==> config.mk <==
export PLATFORM = sky130hd
export DESIGN_NAME = rgb_fade_sequencer
export DESIGN_NICKNAME = d
export VERILOG_FILES = /design/src/rtl/rgb_pkg.sv /design/src/rtl/rgb_level_bank.sv /design/src/rtl/rgb_fade_sequencer.sv
export SDC_FILE = /design/constraint.sdc
export NUM_CORES = 1
export LEC_CHECK = 0
export ABC_AREA = 1
export BUFFER_PORTS_ARGS = -buffer_cell sky130_fd_sc_hd__clkbuf_2
export CAP_MARGIN = 20
export CORE_MARGIN = 2
export CORE_UTILIZATION = 55
export DETAILED_ROUTE_END_ITERATION = 10
export PLACE_DENSITY = 0.8
export SLEW_MARGIN = 40
export SYNTH_ARGS = -nofsm -noshare
export SYNTH_HDL_FRONTEND = slang
export SYNTH_SLANG_ARGS = --single-unit
==> constraint.sdc <==
create_clock -name clk -period 2.78 [get_ports clk]
set_clock_uncertainty 0.15 [all_clocks]
set_input_delay 0.139 -clock clk [delete_from_list [all_inputs] [get_ports clk]]
set_output_delay 0.139 -clock clk [all_outputs]
set_load 0.05 [all_outputs]
==> src/rtl/rgb_pkg.sv <==
// Shared constants for the RGB fade sequencer: level width, channel indices
// and FSM state encoding.
package rgb_pkg;

  localparam int LEVEL_W = 8;
  localparam int CH_W    = 2;

  localparam logic [CH_W-1:0] CH_R = 2'd0;
  localparam logic [CH_W-1:0] CH_G = 2'd1;
  localparam logic [CH_W-1:0] CH_B = 2'd2;

  localparam logic [1:0] ST_IDLE  = 2'd0;
  localparam logic [1:0] ST_CMP   = 2'd1;
  localparam logic [1:0] ST_STEP  = 2'd2;
  localparam logic [1:0] ST_CLAMP = 2'd3;

  // Channel select; any index other than R/G resolves to B.
  function automatic logic [LEVEL_W-1:0] pick_ch(input logic [CH_W-1:0]    ch,
                                                 input logic [LEVEL_W-1:0] r,
                                                 input logic [LEVEL_W-1:0] g,
                                                 input logic [LEVEL_W-1:0] b);
    case (ch)
      CH_R:    pick_ch = r;
      CH_G:    pick_ch = g;
      default: pick_ch = b;
    endcase
  endfunction

endpackage

==> src/rtl/rgb_level_bank.sv <==
// Three brightness level registers plus three latched targets. Levels have one
// indexed write port; targets load together when a pass starts.
module rgb_level_bank
  import rgb_pkg::*;
#(
  parameter logic [LEVEL_W-1:0] INIT_LEVEL = 8'h00
) (
  input  logic               clk,
  input  logic               reset,
  input  logic               lvl_we_i,
  input  logic [CH_W-1:0]    lvl_idx_i,
  input  logic [LEVEL_W-1:0] lvl_wdata_i,
  input  logic               tgt_we_i,
  input  logic [LEVEL_W-1:0] tgt_r_i,
  input  logic [LEVEL_W-1:0] tgt_g_i,
  input  logic [LEVEL_W-1:0] tgt_b_i,
  output logic [LEVEL_W-1:0] level_r_o,
  output logic [LEVEL_W-1:0] level_g_o,
  output logic [LEVEL_W-1:0] level_b_o,
  output logic [LEVEL_W-1:0] tgt_r_o,
  output logic [LEVEL_W-1:0] tgt_g_o,
  output logic [LEVEL_W-1:0] tgt_b_o
);

  logic [LEVEL_W-1:0] level_r_q, level_g_q, level_b_q;
  logic [LEVEL_W-1:0] tgt_r_q, tgt_g_q, tgt_b_q;

  always_ff @(posedge clk or posedge reset) begin
    if (reset) begin
      level_r_q <= INIT_LEVEL;
      level_g_q <= INIT_LEVEL;
      level_b_q <= INIT_LEVEL;
    end else if (lvl_we_i) begin
      case (lvl_idx_i)
        CH_R:    level_r_q <= lvl_wdata_i;
        CH_G:    level_g_q <= lvl_wdata_i;
        default: level_b_q <= lvl_wdata_i;
      endcase
    end
  end

  always_ff @(posedge clk or posedge reset) begin
    if (reset) begin
      tgt_r_q <= INIT_LEVEL;
      tgt_g_q <= INIT_LEVEL;
      tgt_b_q <= INIT_LEVEL;
    end else if (tgt_we_i) begin
      tgt_r_q <= tgt_r_i;
      tgt_g_q <= tgt_g_i;
      tgt_b_q <= tgt_b_i;
    end
  end

  assign level_r_o = level_r_q;
  assign level_g_o = level_g_q;
  assign level_b_o = level_b_q;
  assign tgt_r_o   = tgt_r_q;
  assign tgt_g_o   = tgt_g_q;
  assign tgt_b_o   = tgt_b_q;

endmodule

==> src/rtl/rgb_fade_sequencer.sv <==
// Ramps R, G, B levels one step toward their targets per tick, sharing a single
// external 8-bit add/subtract ALU across compare, step and clamp phases.
module rgb_fade_sequencer
  import rgb_pkg::*;
#(
  parameter logic [LEVEL_W-1:0] INIT_LEVEL = 8'h00
) (
  input  logic               clk,
  input  logic               reset,
  input  logic               tick,
  input  logic [LEVEL_W-1:0] target_r,
  input  logic [LEVEL_W-1:0] target_g,
  input  logic [LEVEL_W-1:0] target_b,
  input  logic [LEVEL_W-1:0] step,
  output logic [LEVEL_W-1:0] alu_a,
  output logic [LEVEL_W-1:0] alu_b,
  output logic               alu_sub,
  input  logic [LEVEL_W-1:0] alu_out,
  input  logic               alu_cout,
  output logic [LEVEL_W-1:0] level_r,
  output logic [LEVEL_W-1:0] level_g,
  output logic [LEVEL_W-1:0] level_b,
  output logic               busy,
  output logic               done,
  output logic               tick_overrun,
  output logic               settled,
  output logic [1:0]         dbg_state
);

  // tick is a one-cycle request with no ready: it is accepted only in IDLE;
  // any tick seen while busy is dropped and flagged on tick_overrun.
  logic [1:0]         state_q, state_d;
  logic [CH_W-1:0]    ch_q, ch_d;
  logic               dir_q, dir_d;
  logic [LEVEL_W-1:0] temp_q, temp_d;
  logic [LEVEL_W-1:0] step_q, step_d;
  logic               done_q, done_d;
  logic               overrun_q, overrun_d;

  logic               lvl_we, tgt_we, advance;
  logic [LEVEL_W-1:0] lvl_wdata;
  logic [LEVEL_W-1:0] tgt_r, tgt_g, tgt_b;
  logic [LEVEL_W-1:0] cur_level, cur_tgt;

  rgb_level_bank #(.INIT_LEVEL(INIT_LEVEL)) u_bank (
    .clk        (clk),
    .reset      (reset),
    .lvl_we_i   (lvl_we),
    .lvl_idx_i  (ch_q),
    .lvl_wdata_i(lvl_wdata),
    .tgt_we_i   (tgt_we),
    .tgt_r_i    (target_r),
    .tgt_g_i    (target_g),
    .tgt_b_i    (target_b),
    .level_r_o  (level_r),
    .level_g_o  (level_g),
    .level_b_o  (level_b),
    .tgt_r_o    (tgt_r),
    .tgt_g_o    (tgt_g),
    .tgt_b_o    (tgt_b)
  );

  assign cur_level = pick_ch(ch_q, level_r, level_g, level_b);
  assign cur_tgt   = pick_ch(ch_q, tgt_r, tgt_g, tgt_b);

  always_comb begin
    state_d   = state_q;
    ch_d      = ch_q;
    dir_d     = dir_q;
    temp_d    = temp_q;
    step_d    = step_q;
    done_d    = 1'b0;
    overrun_d = tick && (state_q != ST_IDLE);
    alu_a     = '0;
    alu_b     = '0;
    alu_sub   = 1'b0;
    lvl_we    = 1'b0;
    lvl_wdata = '0;
    tgt_we    = 1'b0;
    advance   = 1'b0;

    case (state_q)
      ST_IDLE: begin
        if (tick) begin
          tgt_we  = 1'b1;
          step_d  = step;
          ch_d    = CH_R;
          state_d = ST_CMP;
        end
      end
      ST_CMP: begin
        alu_a   = cur_tgt;
        alu_b   = cur_level;
        alu_sub = 1'b1;
        if (alu_out == '0) begin
          advance = 1'b1;
        end else begin
          dir_d   = alu_cout;
          state_d = ST_STEP;
        end
      end
      ST_STEP: begin
        alu_a   = cur_level;
        alu_b   = step_q;
        alu_sub = !dir_q;
        // Carry out of the add (or borrow of the subtract) means the step ran
        // past the 8-bit range, which is necessarily beyond the target.
        if (dir_q ? alu_cout : !alu_cout) begin
          lvl_we    = 1'b1;
          lvl_wdata = cur_tgt;
          advance   = 1'b1;
        end else begin
          temp_d  = alu_out;
          state_d = ST_CLAMP;
        end
      end
      default: begin
        alu_a     = dir_q ? cur_tgt : temp_q;
        alu_b     = dir_q ? temp_q  : cur_tgt;
        alu_sub   = 1'b1;
        lvl_we    = 1'b1;
        lvl_wdata = alu_cout ? temp_q : cur_tgt;
        advance   = 1'b1;
      end
    endcase

    if (advance) begin
      if (ch_q == CH_B) begin
        state_d = ST_IDLE;
        done_d  = 1'b1;
      end else begin
        ch_d    = ch_q + 2'd1;
        state_d = ST_CMP;
      end
    end
  end

  always_ff @(posedge clk or posedge reset) begin
    if (reset) begin
      state_q   <= ST_IDLE;
      ch_q      <= CH_R;
      dir_q     <= 1'b0;
      temp_q    <= '0;
      step_q    <= '0;
      done_q    <= 1'b0;
      overrun_q <= 1'b0;
    end else begin
      state_q   <= state_d;
      ch_q      <= ch_d;
      dir_q     <= dir_d;
      temp_q    <= temp_d;
      step_q    <= step_d;
      done_q    <= done_d;
      overrun_q <= overrun_d;
    end
  end

  assign busy         = (state_q != ST_IDLE);
  assign done         = done_q;
  assign tick_overrun = overrun_q;
  assign settled      = (level_r == tgt_r) && (level_g == tgt_g) && (level_b == tgt_b);
  assign dbg_state    = state_q;

endmodule

### Yosys cells after proc, flatten, opt, wreduce, memory -nomap -nowiden

Cells that the tools add are included.

| word-level totals | value |
|---|---|
| bits in registers | 71 |
| bits of input ports | 44 |
| output and inout port bits | 47 |

| cells by class | value |
|---|---|
| $add $sub $neg | 1 |
| equality and inequality tests | 10 |
| mux-type cells | 29 |
| bitwise operators | 3 |
| reduce and logical (&&, ||, !) cells | 19 |

Operators by type and width:

| cell | number |
|---|---|
| $pmux W8 S2 | 3 |
| $pmux W8 S3 | 2 |
| $mux W8 | 4 |
| $eq A8 B8 Y1 | 3 |
| $mux W2 | 8 |
| $reduce_and A2 Y1 | 6 |
| $ne A3 B3 Y1 const B | 3 |
| $logic_not A8 Y1 | 1 |
| $mux W1 | 8 |
| $pmux W2 S3 | 1 |
| $eq A2 B1 Y1 const B | 2 |
| $eq A2 B2 Y1 const B | 2 |
| $logic_not A2 Y1 | 2 |
| $pmux W1 S2 | 2 |
| $reduce_and A4 Y1 | 1 |
| $reduce_bool A4 Y1 | 1 |
| $reduce_or A2 Y1 | 2 |
| $logic_and A1 B1 Y1 | 3 |
| $not A1 Y1 | 3 |
| $pmux W1 S3 | 1 |
| $add A2 B1 Y2 const B | 1 |
| $logic_not A1 Y1 | 2 |
| $reduce_bool A2 Y1 | 1 |

### Logic depth before layout (Yosys ltp)

| depth | value |
|---|---|
| word-level depth | 6 |
| mapped depth | 10 |

### Modules after synthesis

A second synthesis with hierarchy kept.

| unflattened totals | value |
|---|---|
| cell total of the unflattened synthesis | 686 |
| area total of the unflattened synthesis | 4594.4 um2 |

By module, submodules not included:

| module | times used | cells each | area an instance (um2) |
|---|---|---|---|
| rgb_fade_sequencer | 1 | 478 | 2636.3 |
| rgb_level_bank | 1 | 208 | 1958.1 |

### Least setup slack after synthesis

OpenSTA, ideal clock, no wires.

| path | value |
|---|---|
| kind | register to output |
| start | reg state_q[0] (netlist: dbg_state[0]) |
| end | out alu_sub |
| arrival time | 2.417 ns |
| data required time | 2.491 ns |
| slack | 0.074 ns |
| stages on the path, launching flop included | 5 |
| buffers on the path | 1 |
| path through | dfrtp_1 > inv_1 > ha_1 > clkbuf_1 > o21ai_0 |

| between the ends | value |
|---|---|
| word-level cells in the longest chain between the ends | 2 |
| elaborated cells on any way between the ends | 3 |

RTL lines:

| element | RTL line | source |
|---|---|---|
| start: declaration | rgb_fade_sequencer.sv:32 | `logic [1:0] state_q, state_d;` |
| start signal: assignment | rgb_fade_sequencer.sv:148 | `state_q <= state_d;` |
| $eq A2 B2 Y1 or $logic_not A2 Y1 (tied branches) | rgb_fade_sequencer.sv:82 | `case (state_q)` |
| $pmux W1 S2 (*) | rgb_fade_sequencer.sv:82 |  |
| end: declaration | rgb_fade_sequencer.sv:17 | `output logic alu_sub,` |

Mark *: on every way between the ends. The rest lies on a longest branch, timed or not.

### Worst setup path in the final report

| path | value |
|---|---|
| start | reg state_q[0] (netlist: dbg_state[0]) |
| end | out alu_b[0] |

| between the ends | value |
|---|---|
| word-level cells in the longest chain between the ends | 2 |
| elaborated cells on any way between the ends | 4 |

RTL lines:

| element | RTL line | source |
|---|---|---|
| $eq A2 B2 Y1, or another cell as far along | rgb_fade_sequencer.sv:82 |  |
| $pmux W8 S3 (*) | rgb_fade_sequencer.sv:82 |  |
| end: declaration | rgb_fade_sequencer.sv:16 | `output logic [LEVEL_W-1:0] alu_b,` |

Marks and branches as above.

==> impl_metrics.tcl <==
set metrics [dict create \
    finalMaxSlewViolations 0 \
    std_cell_rows 32 \
    syn2layout_area_growth_pct 27.14 \
    crit_path_cell_trace "ha_1 > inv_1 > buf_4 > o21ai_0 > o21ai_1 > inv_1 > clkbuf_2" \
    ios 91 \
    setup_ws_ns 0.1667 \
    portBuffers 90 \
    track_usage_pct 32.72 \
    cts_made_buffers 9 \
    die_w_um 93.23 \
    clk_latency_ns 0.36 \
    worstPathArrival_ns 2.32 \
    grt_max_degree 42 \
    yosysUniqueCellTypes 29 \
    rsz0062_at_grt "no" \
    wire_per_inst_um 15.38 \
    status "finished clean" \
    hold_class "input port to flop" \
    syn_inst 652 \
    path_max_fanout 13 \
    dr.pass1.iters 5 \
    overflow 0 \
    path_class "flop to output pin" \
    cts.htree.levels 3 \
    cts_tree "done" \
    vias_per_cell 5.430 \
    start_util_pct 56.67 \
    max_freq_mhz 382.7 \
    antenna_left 0 \
    grt_pass1_vias 4577 \
    syn_avg_cell_area_sq_um 6.717 \
    fin_setup_tns_ns 0 \
    multi_input_area_sq_um 2180 \
    tightest_slew_ns 0.6792 \
    clkTransAtPathRegs_ns 0.08 \
    synth-edff-count 0 \
    crit_path_frequent_cell "inv_1" \
    syn_nets 701 \
    clockRootBuffer "clkbuf_8" \
    max_cap_viol_count 0 \
    cpMaxStageDelayCell "dfrtp_1" \
    max_stage_delay_ns 0.44 \
    seqCellArea_sq_um 1778 \
    fin_crit_sh_pct 94.00 \
    grt_pass1_wl_um 22040 \
    ys_warn_count 0 \
    slew_headroom_pct 54.65 \
    drt-total-wl_um 13720 \
    ys_seq_elements 71 \
    dp_hpwl_um 9482 \
    crit_family "buffers and inverters" \
    final_design_area_no_fill_sq_um 5568 \
    syn_area_sq_um 4379 \
    dr_total_vias 4844 \
    die-area_sq_um 8692 \
    antenna_found_initial 0 \
    rrSetupSlack_ns 0.62 \
    ys_async_sr_fraction_pct 100.0 \
    ys.flop_type "dfrtp_1" \
    clockBufferDepth 2 \
    fin_cells 892 \
    cp-end-kind "output pin" \
    num_antenna_cells 0 \
    core_sq_um 7727 \
    gp_congestion 0.9127 \
    place_inst 829 \
    cp_num_buf_inv 4 \
    start_kind "flop" \
    post_route_cells_drive_above_1_share_pct 17.22 \
    layout.nets 835 \
    finalSetupViolCount 0 \
    die_y_um 93.23 \
    place_area_sq_um 4907 \
    numClockSinks 71 \
    period_needed_ns 2.613 \
    hold_violations 0 \
    synth_seq_area_share_pct 40.57 \
    fillerInstances 644 \
    drc 0 \
    drt-initial-drc-count 475 \
    place_ws_ns 0.5170 \
    cp_data_required_time_ns 2.49 \
]
[routing by layer]
metal  global-route usage (%)  up-vias  share of wire (%)
met5                        0        -                  0
met4                    13.60        0                3.5
met3                    6.366       44                7.3
met2                    54.92      239                 48
met1                    41.27     2229                 41
li1                         -     2332                  -
[path summary, 6_finish.rpt]
check / cells past startpoint / start / end
min reg2reg: 2 / u_bank.tgt_b_o[6] / u_bank.tgt_b_o[6]
max in group asynchronous: 4 / reset / ch_q[1]
min: 3 / alu_cout / dir_q
min in group asynchronous: 3 / reset / u_bank.tgt_b_o[2]
max: 7 / dbg_state[0] / alu_b[0]
max reg2reg: 6 / dbg_state[0] / u_bank.level_b_o[7]
[flip-flops by register name (all words and copies together) (netlist names), named ones only]
register          count
step_q                8
temp_q                8
u_bank.level_b_o      8
u_bank.level_g_o      8
u_bank.level_r_o      8
u_bank.tgt_b_o        8
u_bank.tgt_g_o        8
u_bank.tgt_r_o        8
dbg_state             2
ch_q                  1
dir_q                 1
done                  1
tick_overrun          1
[cells in the final DEF (no fill, tap or decap), types with 4 or more instances in the layout]
cell type	netlist	routed
ha_1	5	5
nor2_1	30	30
o21ai_0	81	81
dlygate4sd3_1	0	42
o21ai_1	6	6
clkbuf_8	0	9
o211ai_1	8	8
nand3_1	45	45
nand2_1	268	268
dfrtp_1	71	70
a21oi_1	10	10
clkbuf_2	0	90
buf_4	2	12
inv_2	3	4
inv_1	74	73
nand4_1	13	13
[repair_timing]
action | 4_1_cts | 5_1_grt
buffers inserted | 0 | 6
endpoints found under the hold margin | 71 | 0
resized for setup | 0 | 1
hold buffers | 42 | 0
setup endpoints to repair | 0 | 3
[stage by stage]
step	hold slack, ns	util, %
CTS	0.03748	71.45
detailed placement	0.1156	63.50
floorplan	0.09002	-
global route	0.08058	72.05
global placement	0.1046	63.50
finish	0.04730	72.05
[final cells by class]
class	count	area share (%)
multi-input cells	479	39.15
flip-flops and latches	71	31.93
repair buffers	145	17.62
inverters	80	5.528
well taps	102	2.292
clock buffers	9	2.225
clock inverters	6	1.258
[kinds of logic after synthesis]
logic type,synth area share [%]
adders and majority gates,1.429
buffers and inverters,9.657
DFF,40.57
xor gates and xnor gates,0.8287
AOI/OAI and AO/OA,12.46
and+or+nand+nor,35.06
[cell usage after synthesis (2+ instances only)]
library cell / count / area [sq um]
nand2_4: 3 / 33.78
o211ai_1: 8 / 60.06
buf_4: 2 / 15.01
clkbuf_1: 14 / 52.55
nand2_2: 2 / 12.51
nand4_1: 13 / 81.33
o21ai_1: 6 / 30.03
nor2_4: 2 / 22.52
buf_2: 2 / 10.01
buf_6: 3 / 33.78
o21ai_0: 81 / 405.4
nand2_1: 268 / 1006
nor2_1: 30 / 112.6
a21oi_1: 10 / 50.05
inv_2: 3 / 11.26
ha_1: 5 / 62.56
nand3_1: 45 / 225.2
inv_1: 74 / 277.8
dfrtp_1: 71 / 1777
[tightest hold or removal path, delay by kind of cell]
family	cells	cell delay, ns
compound gates	1	0.09
buf+inv	1	0.19
simple gates	1	0.09
Power is not shown: default switching activity piles up to over one toggle a cycle in this logic, so the estimate is an artifact.
